$ cat src/rtl/proc_n.sv
// Multi-cycle processor: eight GPRs, accumulator A, result G and a 9-bit IR on one shared bus.
// Instructions take one cycle after fetch (mv, mvi, mvnz) or three (ALU ops).
module proc_n #(
  parameter int unsigned DATA_W = 9
) (
  input  logic              Clock,
  input  logic              Resetn,
  input  logic              Run,
  input  logic [DATA_W-1:0] DIN,
  output logic [DATA_W-1:0] Bus,
  output logic              Done
);

  localparam logic [1:0] T0 = 2'd0;
  localparam logic [1:0] T1 = 2'd1;
  localparam logic [1:0] T2 = 2'd2;
  localparam logic [1:0] T3 = 2'd3;

  localparam logic [2:0] OpMv   = 3'b000;
  localparam logic [2:0] OpMvi  = 3'b001;
  localparam logic [2:0] OpAdd  = 3'b010;
  localparam logic [2:0] OpSub  = 3'b011;
  localparam logic [2:0] OpAnd  = 3'b100;
  localparam logic [2:0] OpOr   = 3'b101;
  localparam logic [2:0] OpXor  = 3'b110;
  localparam logic [2:0] OpMvnz = 3'b111;

  logic [1:0]        state_q, state_d;
  logic [8:0]        ir_q;
  logic [DATA_W-1:0] r_q [8];
  logic [DATA_W-1:0] a_q, g_q;
  logic [DATA_W-1:0] alu_res;
  logic [2:0]        op, rx, ry;
  logic              is_alu;
  logic              ir_we, a_we, g_we, rx_we;

  assign op     = ir_q[8:6];
  assign rx     = ir_q[5:3];
  assign ry     = ir_q[2:0];
  assign is_alu = (op >= OpAdd) && (op != OpMvnz);

  always_comb begin
    Bus = '0;
    case (state_q)
      T1: begin
        if (is_alu)            Bus = r_q[rx];
        else if (op == OpMvi)  Bus = DIN;
        else                   Bus = r_q[ry];
      end
      T2:      Bus = r_q[ry];
      T3:      Bus = g_q;
      default: Bus = '0;
    endcase
  end

  always_comb begin
    alu_res = a_q;
    case (op)
      OpAdd:   alu_res = a_q + Bus;
      OpSub:   alu_res = a_q - Bus;
      OpAnd:   alu_res = a_q & Bus;
      OpOr:    alu_res = a_q | Bus;
      OpXor:   alu_res = a_q ^ Bus;
      default: alu_res = a_q;
    endcase
  end

  always_comb begin
    state_d = T0;
    Done    = 1'b0;
    ir_we   = 1'b0;
    a_we    = 1'b0;
    g_we    = 1'b0;
    rx_we   = 1'b0;
    case (state_q)
      T0: begin
        if (Run) begin
          ir_we   = 1'b1;
          state_d = T1;
        end else begin
          state_d = T0;
        end
      end
      T1: begin
        if (is_alu) begin
          a_we    = 1'b1;
          state_d = T2;
        end else begin
          Done    = 1'b1;
          // mvnz looks at G from before this instruction; G is not written here
          rx_we   = (op != OpMvnz) || (g_q != '0);
          state_d = T0;
        end
      end
      T2: begin
        g_we    = 1'b1;
        state_d = T3;
      end
      T3: begin
        Done    = 1'b1;
        rx_we   = 1'b1;
        state_d = T0;
      end
      default: state_d = T0;
    endcase
  end

  always_ff @(posedge Clock or negedge Resetn) begin
    if (!Resetn) begin
      state_q <= T0;
      ir_q    <= '0;
      a_q     <= '0;
      g_q     <= '0;
      for (int i = 0; i < 8; i++) r_q[i] <= '0;
    end else begin
      state_q <= state_d;
      if (ir_we) ir_q <= DIN[8:0];
      if (a_we)  a_q  <= Bus;
      if (g_we)  g_q  <= alu_res;
      if (rx_we) r_q[rx] <= Bus;
    end
  end

endmodule
$ cat config.mk
export PLATFORM = sky130hd
export DESIGN_NAME = proc_n
export DESIGN_NICKNAME = d
export VERILOG_FILES = /design/src/rtl/proc_n.sv
export SDC_FILE = /design/constraint.sdc
export NUM_CORES = 1
export LEC_CHECK = 0
export ABC_AREA = 1
export BUFFER_PORTS_ARGS = -buffer_cell sky130_fd_sc_hd__buf_2
export CAP_MARGIN = 10
export CELL_PAD_IN_SITES_DETAIL_PLACEMENT = 0
export CELL_PAD_IN_SITES_GLOBAL_PLACEMENT = 2
export CORE_ASPECT_RATIO = 0.5
export CORE_UTILIZATION = 36
export CTS_CLUSTER_SIZE = 12
export DETAILED_ROUTE_END_ITERATION = 10
export PLACE_DENSITY_LB_ADDON = 0.1
export SKIP_CTS_REPAIR_TIMING = 1
export SYNTH_ARGS = -nofsm -noshare
export SYNTH_HDL_FRONTEND = slang
export SYNTH_SLANG_ARGS = --single-unit
$ cat constraint.sdc
create_clock -name Clock -period 3.95 [get_ports Clock]
set_input_delay 0.395 -clock Clock [delete_from_list [all_inputs] [get_ports Clock]]
set_output_delay 0.395 -clock Clock [all_outputs]
set_load 0.02 [all_outputs]
==> results of run 1 <==
==> registers in the layout, summed over array words and instances, names as in the netlist, named ones only <==
register and count:
r_q 72, a_q 9, g_q 9, ir_q 9, state_q 1
==> metrics by stage <==
stage | instances | util (%) | cell area, um2 | hold WS, ns | setup WS, ns
global placement | 1238 | 40.57 | 7214 | 0.5080 | 0.04651
finish | 1269 | 43.51 | 7736 | 0.1571 | 0.2759
floorplan | 984 | - | 6713 | 0.09941 | 0.2944
CTS | 1254 | 42.16 | 7497 | 0.1870 | 0.04033
detailed placement | 1238 | 40.57 | 7214 | 0.5152 | 0.07347
global route | 1269 | 43.51 | 7736 | 0.2360 | 0.0004889
==> placed cells by master (no fill, tap or decap), types with 3 or more instances in the layout <==
cell type   Yosys  routed
o211ai_1        4       4
nand2_1       350     349
dfrtp_1       101      97
a21oi_1        41      41
buf_2          17      20
inv_1         116     115
xor2_1          3       3
buf_12          0       4
nor2_2         12      11
ha_1           27      26
o21ai_0       126     120
o21ai_1         6      10
buf_4           9      50
clkinvlp_4      0       3
o21ai_2         3       5
nand4_1         4       4
inv_2           8       7
clkbuf_16       0      12
dfrtp_2         0       4
clkinv_1        5       4
nor2_1         39      39
nand3_1        61      60
a221oi_1        3       3
nand3_2         2       3
o22ai_1         7       7
==> cell type report <==
cell class | count | area [um2]
timing repair buffer | 77 | 630.6
clock inverter | 7 | 57.56
tap | 234 | 292.8
clock buffer | 9 | 225.2
sequential | 101 | 2532
multi-input combinational | 712 | 3502
inverter | 129 | 495.5
fill | 1877 | 10050
==> cells by family (layout without fill, tap and decap cells) <==
kind of cell / after synthesis / after routing / share of synthesized area [%]
AND/OR/NAND/NOR: 476 / 476 / 29.26
AO/OA/AOI/OAI: 204 / 204 / 16.38
buffers and inverters: 171 / 222 / 10.85
flip-flops: 101 / 101 / 37.65
adder cells (fa/ha/maj): 28 / 28 / 5.331
XOR/XNOR: 4 / 4 / 0.5220
==> layer usage <==
layer / share of wire [%] / track usage, %
met1: 52 / 38.76
met2: 40 / 35.88
met3: 6.9 / 4.552
met4: 1.4 / 5.694
met5: 0 / 0
==> worst max path at each step <==
stage / endpoint / slack [ns] / cells after the start
after floorplan: g_q[7] / 0.29 / 27
after detailed placement: g_q[8] / 0.07 / 27
after global routing: g_q[6] / 0.0005 / 28
after global placement: g_q[8] / 0.05 / 27
final: g_q[8] / 0.28 / 25
after CTS: g_q[8] / 0.04 / 27
==> synthesized netlist by cell type (2+ instances only) <==
cell type,count,area (um2)
nor3_4,2,32.53
a221oi_1,3,26.28
o21a_1,2,15.01
buf_1,4,15.01
inv_2,8,30.03
nand4_1,4,25.02
xor2_1,3,26.28
o21ai_0,126,630.6
a21oi_1,41,205.2
a211oi_1,2,15.01
nor2_2,12,75.07
nor4_1,2,12.51
clkbuf_1,7,26.28
nand3_2,2,20.02
nand2_1,350,1314
o2111ai_1,2,17.52
a31oi_1,4,25.02
o21ai_2,3,26.28
nor2_1,39,146.4
nand3_1,61,305.3
buf_6,4,45.04
ha_1,27,337.8
clkinv_1,5,18.77
buf_2,17,85.08
buf_4,9,67.56
o21ai_1,6,30.03
o22ai_1,7,43.79
dfrtp_1,101,2527
inv_1,116,435.4
o211ai_1,4,30.03
==> results.py, run 1 <==
metrics = {
    "status": {
        "status": "finished, final reports clean",
    },
    "setup_path": {
        "criticalPathCategory": "reg -> reg",
        "crit_buf_inv": 2,
        "rrSetupSlack_ns": 0.28,
        "r2r-start": "ir_q[5]",
        "ff2ff_path_depth": 25,
        "critPathSlowestCell": "dfrtp_1",
        "required_ns": 4.21,
        "critPathTopFamily": "simple AND/OR/NAND/NOR gates",
        "critical_path.startpoint": "ir_q[5]",
        "cp-end-kind": "flop",
        "slowest_delay_ns": 0.38,
        "path_max_fanout": 6,
        "cp-start-kind": "flop",
        "cp.arrival_ns": 3.93,
        "timing.rr.end": "g_q[8]",
        "cpMostUsedCell": "nand2_1",
    },
    "route": {
        "vias_per_cell": 5.160,
        "wl_per_cell_um": 18.88,
        "firstDrtPassIters": 5,
        "wl_mm": 23.96,
        "num_vias": 6548,
        "drc": 0,
        "postRouteAntennaNets": 0,
        "drtIter0Drc": 468,
    },
    "die": {
        "start_util_pct": 37.75,
        "io_pins": 22,
        "chipHeight_um": 98.56,
        "core_um2": 17780,
        "dieWidth_um": 195.1,
        "rows": 34,
        "die_area_um2": 19230,
    },
    "timing": {
        "min_period_ns": 3.674,
        "setup_viol": 0,
        "final-max-slew-violation-count": 0,
        "fin_crit_sh_pct": 93.02,
        "finClkSkew_ns": 0.01851,
        "tns_ns": 0,
        "rsz0062_at_grt": "false",
        "tightest_slew_ns": 0.9174,
        "slew-limit-headroom_pct": 38.84,
        "max_freq_mhz": 272.2,
        "hold_violations": 0,
    },
    "clock_tree": {
        "cts_made_buffers": 9,
        "cts_tree": "yes",
        "clk_pin_slew_ns": 0.09,
        "cts_root_buffer": "clkbuf_16",
        "cts_buffer_depth": 2,
        "htree_levels": 3,
        "clk_latency_ns": 0.38,
        "cts_num_sinks": 101,
    },
    "layout": {
        "drive_above_1_share_pct": 13.24,
        "syn_to_final_growth_pct": 15.25,
        "finalNetCount": 1070,
        "n_antenna_cell": 0,
    },
    "yosys": {
        "syn_area_um2": 6713,
        "syn_area_per_cell_um2": 6.822,
        "synth_cell_type_count": 41,
        "yosysWarnings": 0,
        "syn_nets": 1024,
        "ys.flop_type": "dfrtp_1",
        "yosysSeqAreaShare_pct": 37.65,
        "syn_inst": 984,
        "ys_async_sr_fraction_pct": 100.0,
        "synth_edf_count": 0,
        "ys_ff_latch": 101,
    },
    "placed_design": {
        "post-dp-hpwl_mm": 16.80,
        "io_buffers": 21,
        "gp_congestion": 0.9075,
    },
    "global_route": {
        "grt_pass1_vias": 6069,
        "grt-ovfl-total": 0,
        "grt_start_max_net_pins": 68,
        "grtUsageTotal_pct": 25.13,
        "antenna_found_initial": 0,
        "grt_pass1_wl_mm": 36.17,
    },
    "job": {
        "maxCapViolations": 0,
    },
    "worst_hold_path": {
        "hp-class": "in -> async",
    },
}
Power of run 1 is not shown: default switching activity piles up to over one toggle a cycle in this logic, so the estimate is an artifact.
==> inputs of run 2 (changes only) <==
Settings changed: BUFFER_PORTS_ARGS -buffer_cell sky130_fd_sc_hd__buf_2 to unset, CORE_UTILIZATION 36 to 38, CTS_BUF_LIST set to sky130_fd_sc_hd__clkbuf_8, DONT_BUFFER_PORTS set to 1.
==> results.py, run 2 (same netlist as run 1, synthesis figures left out) <==
metrics = {
    "status": {
        "status": "finished, final reports clean",
    },
    "clock_tree": {
        "clk_pin_slew_ns": 0.11,
        "htree_levels": 3,
        "cts_tree": "yes",
        "clk_latency_ns": 0.41,
        "cts_made_buffers": 9,
        "cts_buffer_depth": 2,
        "cts_num_sinks": 101,
        "cts_root_buffer": "clkbuf_8",
    },
    "setup_path": {
        "cp_cell_sequence": "buf_4, nand3_1, o22ai_1, nor3_1, o211ai_1, nand2_1, nand3_1, inv_2, ha_1, nand4_1, nor2_2, a31oi_1, xor2_1, ha_1, nand2_1, o21ai_0, a31oi_2, nand3_1, nand2_1, nand3_1, nand3_1, nand2_1, nand2_1, nand2_1",
        "cp-end-kind": "flop",
        "critPathTopFamily": "simple AND/OR/NAND/NOR gates",
        "cpMostUsedCell": "nand2_1",
        "path_max_fanout": 8,
        "slowest_delay_ns": 0.47,
        "crit_buf_inv": 2,
        "criticalPathCategory": "reg -> reg",
        "critPathSlowestCell": "dfrtp_2",
        "cp.arrival_ns": 3.96,
        "required_ns": 4.25,
        "cp-start-kind": "flop",
    },
    "route": {
        "drtIter0Drc": 544,
        "wl_mm": 23.33,
        "wl_per_cell_um": 18.80,
        "vias_per_cell": 5.189,
        "wl_met1_mm": 12.33,
        "num_vias": 6439,
        "wl_met2_mm": 9.245,
        "firstDrtPassIters": 5,
        "postRouteAntennaNets": 0,
        "wl_met3_mm": 1.374,
        "drc": 0,
        "top_layer_used": "met4",
    },
    "die": {
        "io_pins": 22,
        "dieWidth_um": 190.0,
        "core_um2": 16800,
        "chipHeight_um": 95.98,
        "start_util_pct": 39.94,
        "rows": 33,
        "die_area_um2": 18230,
    },
    "global_route": {
        "antenna_found_initial": 0,
        "grtUsageTotal_pct": 26.64,
        "grt_pass1_wl_mm": 35.67,
        "grt_start_max_net_pins": 102,
        "grt-ovfl-total": 0,
        "grt_pass1_vias": 5865,
    },
    "layout": {
        "n_antenna_cell": 0,
        "finalNetCount": 1049,
        "fillers": 1778,
        "final_common_cell": "nand2_1",
        "design_area_um2": 7481,
        "layout_common_cells": "nand2_1 (348), o21ai_0 (121), inv_1 (114), dfrtp_1 (97), nand3_1 (61)",
        "top_register": "r_q",
        "syn_to_final_growth_pct": 11.44,
        "largest_reg_flops": 72,
        "drive_above_1_share_pct": 11.05,
    },
    "timing": {
        "hold_violations": 0,
        "slew-limit-headroom_pct": 42.22,
        "setup_viol": 0,
        "tightest_slew_ns": 0.8635,
        "final-max-slew-violation-count": 0,
        "rsz0062_at_grt": "true",
        "min_period_ns": 3.660,
        "fin_crit_sh_pct": 92.65,
        "max_freq_mhz": 273.2,
        "finClkSkew_ns": 0.02015,
    },
    "worst_hold_path": {
        "hp-class": "in -> reg",
    },
    "placed_design": {
        "gp_congestion": 0.8908,
        "postPlaceCellArea_um2": 7131,
        "post-dp-hpwl_mm": 16.67,
        "io_buffers": 0,
    },
    "job": {
        "maxCapViolations": 0,
    },
}
==> run 2: worst paths after layout <==
check	start	to	slack, ns	cells past startpoint
max	ir_q[3]	g_q[8]	0.29	24
min	DIN[0]	ir_q[0]	0.15	2
max reg2reg	ir_q[3]	g_q[8]	0.29	24
min reg2reg	r_q[10]	r_q[10]	0.53	1
max in group asynchronous	Resetn	ir_q[8]	2.91	2
min in group asynchronous	Resetn	r_q[65]	0.56	2
==> run 2: layer usage <==
metal  vias to the layer above  global-route usage (%)
met5                         -                       0
li1                       3192                       -
met1                      3039                   40.81
met4                         0                   6.922
met2                       183                   37.10
met3                        25                   5.541
==> run 2: through the flow <==
| step | std cells | hold WS, ns | util [%] | TNS, ns | setup WS [ns] |
|---|---|---|---|---|---|
| 6_report | 1241 | 0.1492 | 44.52 | 0 | 0.2903 |
| 5_1_grt | 1241 | 0.1334 | 44.52 | -0.05887 | -0.03336 |
| 4_1_cts | 1232 | -0.3440 | 43.53 | 0 | 0.06209 |
| 3_5_place_dp | 1216 | 0.1032 | 42.43 | 0 | 0.08003 |
| 3_3_place_gp | 1216 | 0.1032 | 42.43 | 0 | 0.09987 |
| 2_1_floorplan | 984 | 0.09941 | - | 0 | 0.2944 |
==> run 2: worst register-to-register path: stages (launching register included) <==
cell	delay, ns
dfrtp_2	0.47
buf_4	0.19
nand3_1	0.16
o22ai_1	0.09
nor3_1	0.18
o211ai_1	0.14
nand2_1	0.11
nand3_1	0.12
inv_2	0.12
ha_1	0.18
nand4_1	0.12
nor2_2	0.20
a31oi_1	0.13
xor2_1	0.16
ha_1	0.31
nand2_1	0.09
o21ai_0	0.11
a31oi_2	0.21
nand3_1	0.10
nand2_1	0.09
nand3_1	0.07
nand3_1	0.09
nand2_1	0.05
nand2_1	0.05
nand2_1	0.05
==> run 2: area by class of cell <==
class	count	area, um2	area share (%)
Clock buffer	9	123.9	1.656
Tap cell	227	284.0	3.797
Multi-Input combinational cell	712	3485	46.58
Inverter	129	499.2	6.673
Timing Repair Buffer	56	496.7	6.640
Clock inverter	7	60.06	0.8028
Sequential cell	101	2532	33.85
Power of run 2 is left out for the same reason.
==> inputs of run 3 (changes only) <==
Settings changed: CORE_UTILIZATION 38 to 34.
Clock period 3.95 ns to 3.21 ns, I/O delays scaled along.
==> results.py, run 3 (same netlist as run 1, synthesis figures left out) <==
metrics = {
    "status": {
        "status": "finished with violations",
        "violations": "setup timing",
    },
    "timing": {
        "tightest_slew_ns": 0.7142,
        "slew-limit-headroom_pct": 52.34,
        "min_period_ns": 3.593,
        "fin_crit_sh_pct": 111.9,
        "rsz0062_at_grt": "true",
        "finClkSkew_ns": 0.01340,
        "fin_ws_ns": -0.3832,
        "hold_violations": 0,
        "setup_viol": 6,
        "final-max-slew-violation-count": 0,
        "max_freq_mhz": 278.3,
    },
    "layout": {
        "layout_common_cells": "nand2_1 (335), buf_4 (149), inv_1 (108), o21ai_0 (105), dfrtp_1 (97)",
        "largest_reg_flops": 72,
        "syn_to_final_growth_pct": 29.88,
        "drive_above_1_share_pct": 25.29,
        "final_common_cell": "nand2_1",
        "n_antenna_cell": 0,
        "instances_no_fill": 1378,
        "top_register": "r_q",
        "utilization_pct": 46.19,
        "finalNetCount": 1154,
        "fillers": 1987,
    },
    "setup_path": {
        "criticalPathCategory": "reg -> reg",
        "cp.arrival_ns": 3.91,
        "cp-end-kind": "flop",
        "cp-start-kind": "flop",
        "required_ns": 3.53,
        "path_max_fanout": 7,
    },
    "clock_tree": {
        "cts_made_buffers": 9,
        "clk_pin_slew_ns": 0.11,
        "cts_num_sinks": 101,
        "clk_latency_ns": 0.41,
        "cts_buffer_depth": 2,
        "cts_root_buffer": "clkbuf_8",
        "htree_levels": 3,
        "cts_tree": "yes",
    },
    "placed_design": {
        "gp_congestion": 0.8620,
        "io_buffers": 0,
        "post-dp-hpwl_mm": 18.53,
        "dp_cells": 1335,
    },
    "route": {
        "wl_met2_mm": 10.24,
        "postRouteAntennaNets": 0,
        "wl_per_cell_um": 18.15,
        "vias_per_cell": 4.900,
        "wl_met1_mm": 13.35,
        "num_vias": 6752,
        "top_layer_used": "met4",
        "firstDrtPassIters": 5,
        "drtIter0Drc": 558,
        "wl_mm": 25.01,
        "wl_met3_mm": 1.165,
        "drc": 0,
    },
    "die": {
        "core_um2": 18870,
        "io_pins": 22,
        "chipHeight_um": 101.4,
        "rows": 35,
        "start_util_pct": 35.57,
        "die_area_um2": 20340,
        "dieWidth_um": 200.7,
    },
    "global_route": {
        "grt-ovfl-total": 0,
        "grt_start_max_net_pins": 102,
        "grtUsageTotal_pct": 25.37,
        "antenna_found_initial": 0,
        "grt_pass1_wl_mm": 38.17,
        "grt_pass1_vias": 6263,
    },
    "job": {
        "maxCapViolations": 0,
    },
    "worst_hold_path": {
        "hp-class": "in -> reg",
    },
}
run 3: worst max-delay path, stage by stage (launching register included):
cell,delay [ns]
dfrtp_2,0.50
buf_4,0.17
nand3_2,0.10
o22ai_1,0.09
nor2_1,0.22
nand3_1,0.17
nand2_2,0.11
nand2_2,0.07
nor2_4,0.14
ha_4,0.17
nand4_1,0.10
nor2_2,0.19
a31oi_1,0.14
xor2_1,0.17
ha_1,0.32
nand2_1,0.09
o21ai_1,0.07
a31oi_1,0.21
inv_1,0.06
nand2_1,0.07
nand2_1,0.06
inv_1,0.05
nand2_1,0.04
nand3_1,0.06
nand2_1,0.05
nand2_1,0.06
nand2_1,0.04
run 3: cell type report:
type	count	area [um2]	share of cell area (%)
Clock buffer	10	137.6	1.579
Clock inverter	6	92.59	1.062
Inverter	129	500.5	5.741
Multi-Input combinational cell	712	3836	44.00
Sequential cell	101	2532	29.05
Tap cell	259	324.1	3.717
Timing Repair Buffer	161	1295	14.85
run 3: final timing paths:
kind	start	end	slack, ns	depth (start not counted)
hold / removal	DIN[6]	ir_q[6]	0.06	2
setup / recovery	ir_q[3]	g_q[8]	-0.38	26
min in group asynchronous	Resetn	r_q[70]	0.50	2
setup reg to reg	ir_q[3]	g_q[8]	-0.38	26
max in group asynchronous	Resetn	r_q[68]	2.23	2
hold reg to reg	r_q[1]	r_q[1]	0.56	2
run 3: per-stage QoR:
| step | worst slack [ns] | cell area [um2] | setup TNS [ns] | hold WS (ns) |
|---|---|---|---|---|
| final | -0.3832 | 8718 | -1.486 | 0.06147 |
| after global routing | -0.5280 | 8718 | -2.571 | 0.04251 |
| after CTS | -0.3928 | 8155 | -1.590 | -0.4401 |
| after detailed placement | -0.3739 | 7925 | -1.423 | 0.03051 |
| after global placement | -0.3914 | 7925 | -1.427 | 0.02859 |
| after floorplan | -0.04272 | 6887 | -0.04272 | 0.02541 |
run 3: routing by layer:
metal	vias to the layer above	global-route usage [%]
li1	3394	-
met5	-	0
met4	0	4.169
met3	20	5.019
met2	130	37.47
met1	3208	38.45
Power of run 3 is left out for the same reason.
